$ cat config.mk
export PLATFORM = sky130hd
export DESIGN_NAME = viterbi_frame_sequencer
export DESIGN_NICKNAME = d
export VERILOG_FILES = /design/src/rtl/viterbi_frame_sequencer.sv
export SDC_FILE = /design/constraint.sdc
export NUM_CORES = 1
export LEC_CHECK = 0
export CAP_MARGIN = 5
export CORE_MARGIN = 2
export CORE_UTILIZATION = 55
export CTS_CLUSTER_SIZE = 10
export DETAILED_ROUTE_END_ITERATION = 8
export PLACE_DENSITY = 0.83
export SETUP_SLACK_MARGIN = 0.15
export SLEW_MARGIN = 20
export SYNTH_ARGS = -nofsm -noshare
export SYNTH_HDL_FRONTEND = slang
export SYNTH_SLANG_ARGS = --single-unit
$ cat constraint.sdc
create_clock -name Clock -period 3.7 [get_ports Clock]
set_input_delay 0.74 -clock Clock [delete_from_list [all_inputs] [get_ports Clock]]
set_output_delay 0.74 -clock Clock [all_outputs]
set_load 0.01 [all_outputs]
$ cat src/rtl/viterbi_frame_sequencer.sv
// rtl/viterbi_frame_sequencer.sv - pairs coded bits into ACS steps and sequences traceback/clear per frame
module viterbi_frame_sequencer #(
  parameter int PAIRS      = 96,
  parameter int TB_TIMEOUT = 1023
) (
  input  logic       Clock,
  input  logic       Reset,
  input  logic       InBit,
  input  logic       InValid,
  input  logic       FrameStart,
  output logic       CoreBitA,
  output logic       CoreBitB,
  output logic       CoreStep,
  output logic       CoreFirst,
  output logic [7:0] CoreStepIndex,
  output logic       CoreTbStart,
  input  logic       CoreTbDone,
  output logic       CoreClear,
  output logic       Busy,
  output logic       FrameDone,
  output logic       Timeout,
  output logic       Overrun
);

  typedef enum logic [1:0] {CLEAR, IDLE, COLLECT, TRACE} state_t;

  localparam logic [7:0] LAST_IDX = 8'(PAIRS - 1);
  localparam logic [9:0] WD_LIMIT = 10'(TB_TIMEOUT);

  state_t     state, state_next;
  logic       pend_a, pend_a_next;
  logic       half, half_next;
  logic [7:0] count, count_next;
  logic [9:0] wd, wd_next;

  logic       bit_a_next, bit_b_next, step_next, first_next;
  logic [7:0] index_next;
  logic       tb_start_next, clear_next, busy_next, done_next, timeout_next, overrun_next;

  logic       frame_in, pair_in;
  assign frame_in = InValid && FrameStart;
  assign pair_in  = InValid && !FrameStart && half;

  always_ff @(posedge Clock or posedge Reset) begin
    if (Reset) begin
      state         <= CLEAR;
      pend_a        <= 1'b0;
      half          <= 1'b0;
      count         <= 8'd0;
      wd            <= 10'd0;
      CoreBitA      <= 1'b0;
      CoreBitB      <= 1'b0;
      CoreStep      <= 1'b0;
      CoreFirst     <= 1'b0;
      CoreStepIndex <= 8'd0;
      CoreTbStart   <= 1'b0;
      CoreClear     <= 1'b0;
      Busy          <= 1'b0;
      FrameDone     <= 1'b0;
      Timeout       <= 1'b0;
      Overrun       <= 1'b0;
    end else begin
      state         <= state_next;
      pend_a        <= pend_a_next;
      half          <= half_next;
      count         <= count_next;
      wd            <= wd_next;
      CoreBitA      <= bit_a_next;
      CoreBitB      <= bit_b_next;
      CoreStep      <= step_next;
      CoreFirst     <= first_next;
      CoreStepIndex <= index_next;
      CoreTbStart   <= tb_start_next;
      CoreClear     <= clear_next;
      Busy          <= busy_next;
      FrameDone     <= done_next;
      Timeout       <= timeout_next;
      Overrun       <= overrun_next;
    end
  end

  always_comb begin
    state_next = state;
    case (state)
      CLEAR:   state_next = IDLE;
      IDLE:    if (frame_in) state_next = COLLECT;
      COLLECT: if (pair_in && count == LAST_IDX) state_next = TRACE;
      TRACE:   if (CoreTbDone || wd == WD_LIMIT) state_next = CLEAR;
      default: state_next = CLEAR;
    endcase
  end

  // Busy lags the state by one cycle, so it stays high through the final CoreClear pulse.
  always_comb begin
    pend_a_next   = pend_a;
    half_next     = half;
    count_next    = count;
    wd_next       = 10'd0;
    bit_a_next    = CoreBitA;
    bit_b_next    = CoreBitB;
    index_next    = CoreStepIndex;
    step_next     = 1'b0;
    first_next    = 1'b0;
    tb_start_next = 1'b0;
    clear_next    = 1'b0;
    done_next     = 1'b0;
    timeout_next  = 1'b0;
    overrun_next  = Overrun;
    busy_next     = (state != IDLE);
    case (state)
      CLEAR: begin
        clear_next = 1'b1;
        if (InValid) overrun_next = 1'b1;
      end
      IDLE: begin
        if (frame_in) begin
          pend_a_next  = InBit;
          half_next    = 1'b1;
          count_next   = 8'd0;
          overrun_next = 1'b0;
        end
      end
      COLLECT: begin
        if (frame_in) begin
          clear_next  = 1'b1;
          count_next  = 8'd0;
          pend_a_next = InBit;
          half_next   = 1'b1;
        end else if (InValid && !half) begin
          pend_a_next = InBit;
          half_next   = 1'b1;
        end else if (pair_in) begin
          bit_a_next = pend_a;
          bit_b_next = InBit;
          index_next = count;
          first_next = (count == 8'd0);
          step_next  = 1'b1;
          count_next = (count == LAST_IDX) ? 8'd0 : count + 8'd1;
          half_next  = 1'b0;
        end
      end
      TRACE: begin
        // The watchdog is forced to zero outside TRACE, so zero marks the first TRACE cycle.
        tb_start_next = (wd == 10'd0);
        wd_next       = (wd == 10'h3ff) ? wd : wd + 10'd1;
        if (InValid) overrun_next = 1'b1;
        if (CoreTbDone) done_next = 1'b1;
        else if (wd == WD_LIMIT) timeout_next = 1'b1;
      end
      default: clear_next = 1'b0;
    endcase
  end

endmodule

==> results.py <==
metrics = {
    "cells_and_area": {
        "post_route_core_utilization_pct": 66.6,
        "final_cell_mix": "sky130_fd_sc_hd__dfrtp_1 (40), sky130_fd_sc_hd__clkdlybuf4s50_1 (23), sky130_fd_sc_hd__nand2_1 (16), sky130_fd_sc_hd__inv_1 (11), sky130_fd_sc_hd__nor2_1 (10)",
        "proportion_of_layout_cells_with_a_drive_suffix_above_1_pct": 11.7,
        "register_area_sq_um": 1000,
        "multiInputGateArea_sq_um": 953,
        "fill_cells": 273,
        "final_common_cell": "sky130_fd_sc_hd__dfrtp_1",
        "finalNetCount": 227,
        "area_growth_syn_to_layout_pct": 18.2,
        "num_antenna_cells": 0,
    },
    "timing": {
        "layout_worst_path_cycle_share_pct": 60.9,
        "report.final.setup_viol": 0,
        "worst_slew_margin_pct": 62.3,
        "hold-worst-slack_ns": 0.489,
        "final_max_slew_viol_count": 0,
        "clock_skew_ns": 0.00901,
        "final-hold-violation-count": 0,
        "max_clock_freq_ghz": 0.444,
        "unrepaired_setup_endpoints_after_global_routing": "no",
        "total_negative_setup_slacks_ns": 0,
        "slew_at_the_pin_with_the_worst_max_slew_slack_ns": 0.565,
        "post_layout_minimum_cycle_time_ns": 2.25,
    },
    "place": {
        "dpl.hpwl_microns": 2520,
        "gp_congestion": 0.832,
        "portBuffers": 23,
    },
    "routing": {
        "route.detailed.wl_per_inst_microns": 14.2,
        "drt.antenna.violating_nets": 0,
        "router_iterations_before_antenna_repair": 4,
        "via_per_inst": 5.68,
        "drc": 0,
        "drt_iter0_markers": 95,
        "wirelength_microns": 3730,
        "dr_total_vias": 1487,
    },
    "worst_hold_path": {
        "hp-class": "reg2reg",
    },
    "cts": {
        "clkSlewWorstSetupHoldPaths_ns": 0.07,
        "cts_tree": "done",
        "worstSkewPairLatency_ns": 0.29,
        "cts_root_buffer": "sky130_fd_sc_hd__clkbuf_8",
        "ctsHtreeMaxLevel": 2,
        "cts.path.max_buffers": 2,
        "cts-buffers-inserted": 5,
        "post_cts_hold_buffer_count": 0,
        "clock_sinks": 40,
        "total_of_cells_resized_after_clock_tree_synthesis": 0,
        "post-cts-setup-buffer-count": 0,
    },
    "synth": {
        "post_synth_instance_area_sq_um": 2030,
        "ys_seq_elements": 40,
        "synthArstFlopShare_pct": 100,
        "seq_area_frac_synth_pct": 49.3,
        "synth_area_per_cell_sq_um": 10.9,
        "synth.net_count": 201,
        "synth_area_leaders": "sky130_fd_sc_hd__dfrtp_1 (49%), sky130_fd_sc_hd__mux2_2 (5.0%), sky130_fd_sc_hd__ha_1 (4.9%)",
        "yosys.area.top_type_share_pct": 49.3,
        "synth_enable_flop_cells": 0,
        "synth.largest_area_cell": "sky130_fd_sc_hd__dfrtp_1",
        "synthesis.yosys.warnings": 0,
        "syn_inst": 187,
        "synth_cell_types": 53,
        "ys.flop_type": "sky130_fd_sc_hd__dfrtp_1",
    },
    "global_routing": {
        "global_route.usage.total_pct": 19.9,
        "antenna_found_initial": 0,
        "maximum_number_of_pins_on_one_net_before_global_route_repair": 41,
        "grt_overflow_total": 0,
        "number_of_global_route_vias_before_repair": 1427,
        "grt_first_pass_wirelength_microns": 6430,
    },
    "power": {
        "power.density_nw_per_um2": 632,
        "power.leakage_nw": 1.09,
        "vdd.ir_drop.worst_uv": 476,
    },
    "floorplan": {
        "floorplan.die_area_sq_um": 4200,
        "floorplan.initialDensity_pct": 56.3,
        "chipHeight_microns": 64.8,
        "floorplan.die.width_microns": 64.8,
        "ioPinCount": 24,
        "floorplan.rows": 22,
        "core_area_sq_um": 3610,
    },
    "critical_path": {
        "critical_path_class": "in2reg",
        "startpoint_type": "input pin",
        "end_kind": "register",
        "crit_arrival_ns": 2.42,
        "worstPathMaxFanout": 9,
        "timing.critical_path.required_ns": 3.87,
    },
    "run_status": {
        "status": "complete, no violations",
    },
    "job": {
        "cap_violations": 0,
    },
}
-- metrics by stage --
stage | power, mW | instance area, sq um | cells | worst slack [ns]
after floorplan | 0.999 | 2030 | 187 | 1.79
after global placement | 1.16 | 2290 | 254 | 1.22
after detailed placement | 1.17 | 2290 | 254 | 1.15
after CTS | 1.53 | 2400 | 262 | 1.46
after global routing | 1.62 | 2400 | 262 | 1.35
final | 1.52 | 2400 | 262 | 1.45
-- path summary, 6_finish.rpt --
| path | slack [ns] | start | cells after the start | end |
|---|---|---|---|---|
| setup / recovery | 1.45 | InValid | 5 | state[1] |
| hold / removal | 0.49 | CoreStepIndex[0] | 2 | CoreStepIndex[0] |
| setup reg to reg | 1.76 | state[0] | 6 | count[7] |
| hold reg to reg | 0.49 | CoreStepIndex[0] | 2 | CoreStepIndex[0] |
| max in group asynchronous | 2.48 | Reset | 3 | state[1] |
| min in group asynchronous | 0.87 | Reset | 3 | wd[9] |
-- per-layer routing --
| layer | GRT usage (%) | up-vias | wire length [microns] |
|---|---|---|---|
| met5 | 0 | - | 0 |
| met4 | 8.78 | 0 | 51 |
| met3 | 4.51 | 5 | 249 |
| met2 | 29.9 | 49 | 1690 |
| met1 | 27.7 | 709 | 1740 |
| li1 | - | 724 | - |
-- area by class of cell --
class	count	share of cell area [%]
clock buffer	6	3.02
clock inverter	2	1.46
inverter	11	1.72
multi-input combinational	131	39.7
sequential	40	41.7
tap	48	2.50
timing repair buffer	24	9.90
-- power breakdown --
part	total, mW	internal, mW	switching (mW)
registers	0.592	0.524	0.0685
logic	0.581	0.279	0.301
clock network	0.346	0.200	0.146
total	1.52	1.00	0.515
-- worst max-delay path, cell delays in order --
cell and delay, ns:
sky130_fd_sc_hd__clkdlybuf4s50_1 0.66, sky130_fd_sc_hd__nor4bb_1 0.33, sky130_fd_sc_hd__nand4_1 0.15, sky130_fd_sc_hd__a2bb2oi_2 0.20, sky130_fd_sc_hd__mux2_1 0.34
-- cell families after synthesis --
kind of cell / synth area share, %
and+or+nand+nor: 19.7
AOI/OAI and AO/OA: 14.0
DFF: 49.3
buffers and inverters: 3.82
muxes: 6.53
adders and majority gates: 4.93
xor gates and xnor gates: 1.72
-- state kept, by name (all words and copies together), names as in the netlist --
register	count
Busy	1
CoreBitA	1
CoreBitB	1
CoreClear	1
CoreFirst	1
CoreStep	1
CoreStepIndex	8
CoreTbStart	1
FrameDone	1
Overrun	1
Timeout	1
count	8
half	1
pend_a	1
state	2
wd	10
-- synthesized netlist by cell type, types with 2 or more instances --
master                      n
sky130_fd_sc_hd__nor2b_1    2
sky130_fd_sc_hd__nor2_1    10
sky130_fd_sc_hd__dfrtp_1   40
sky130_fd_sc_hd__buf_2      2
sky130_fd_sc_hd__a21bo_2    2
sky130_fd_sc_hd__nor4_1     2
sky130_fd_sc_hd__o31ai_1    4
sky130_fd_sc_hd__o21bai_1   3
sky130_fd_sc_hd__nand2_1   16
sky130_fd_sc_hd__and3_1     2
sky130_fd_sc_hd__nand3_1    4
sky130_fd_sc_hd__o21ai_0    9
sky130_fd_sc_hd__or4_1      2
sky130_fd_sc_hd__a21oi_1    7
sky130_fd_sc_hd__mux2i_1    2
sky130_fd_sc_hd__nand4_1    4
sky130_fd_sc_hd__a31oi_1    4
sky130_fd_sc_hd__and4_1     3
sky130_fd_sc_hd__inv_1     11
sky130_fd_sc_hd__ha_1       8
sky130_fd_sc_hd__mux2_2     9
sky130_fd_sc_hd__or3_1      2
sky130_fd_sc_hd__xnor2_1    3
sky130_fd_sc_hd__buf_6      2
sky130_fd_sc_hd__and2_1     3
sky130_fd_sc_hd__nand2b_1   4
Power figures use the tool's default switching activity.
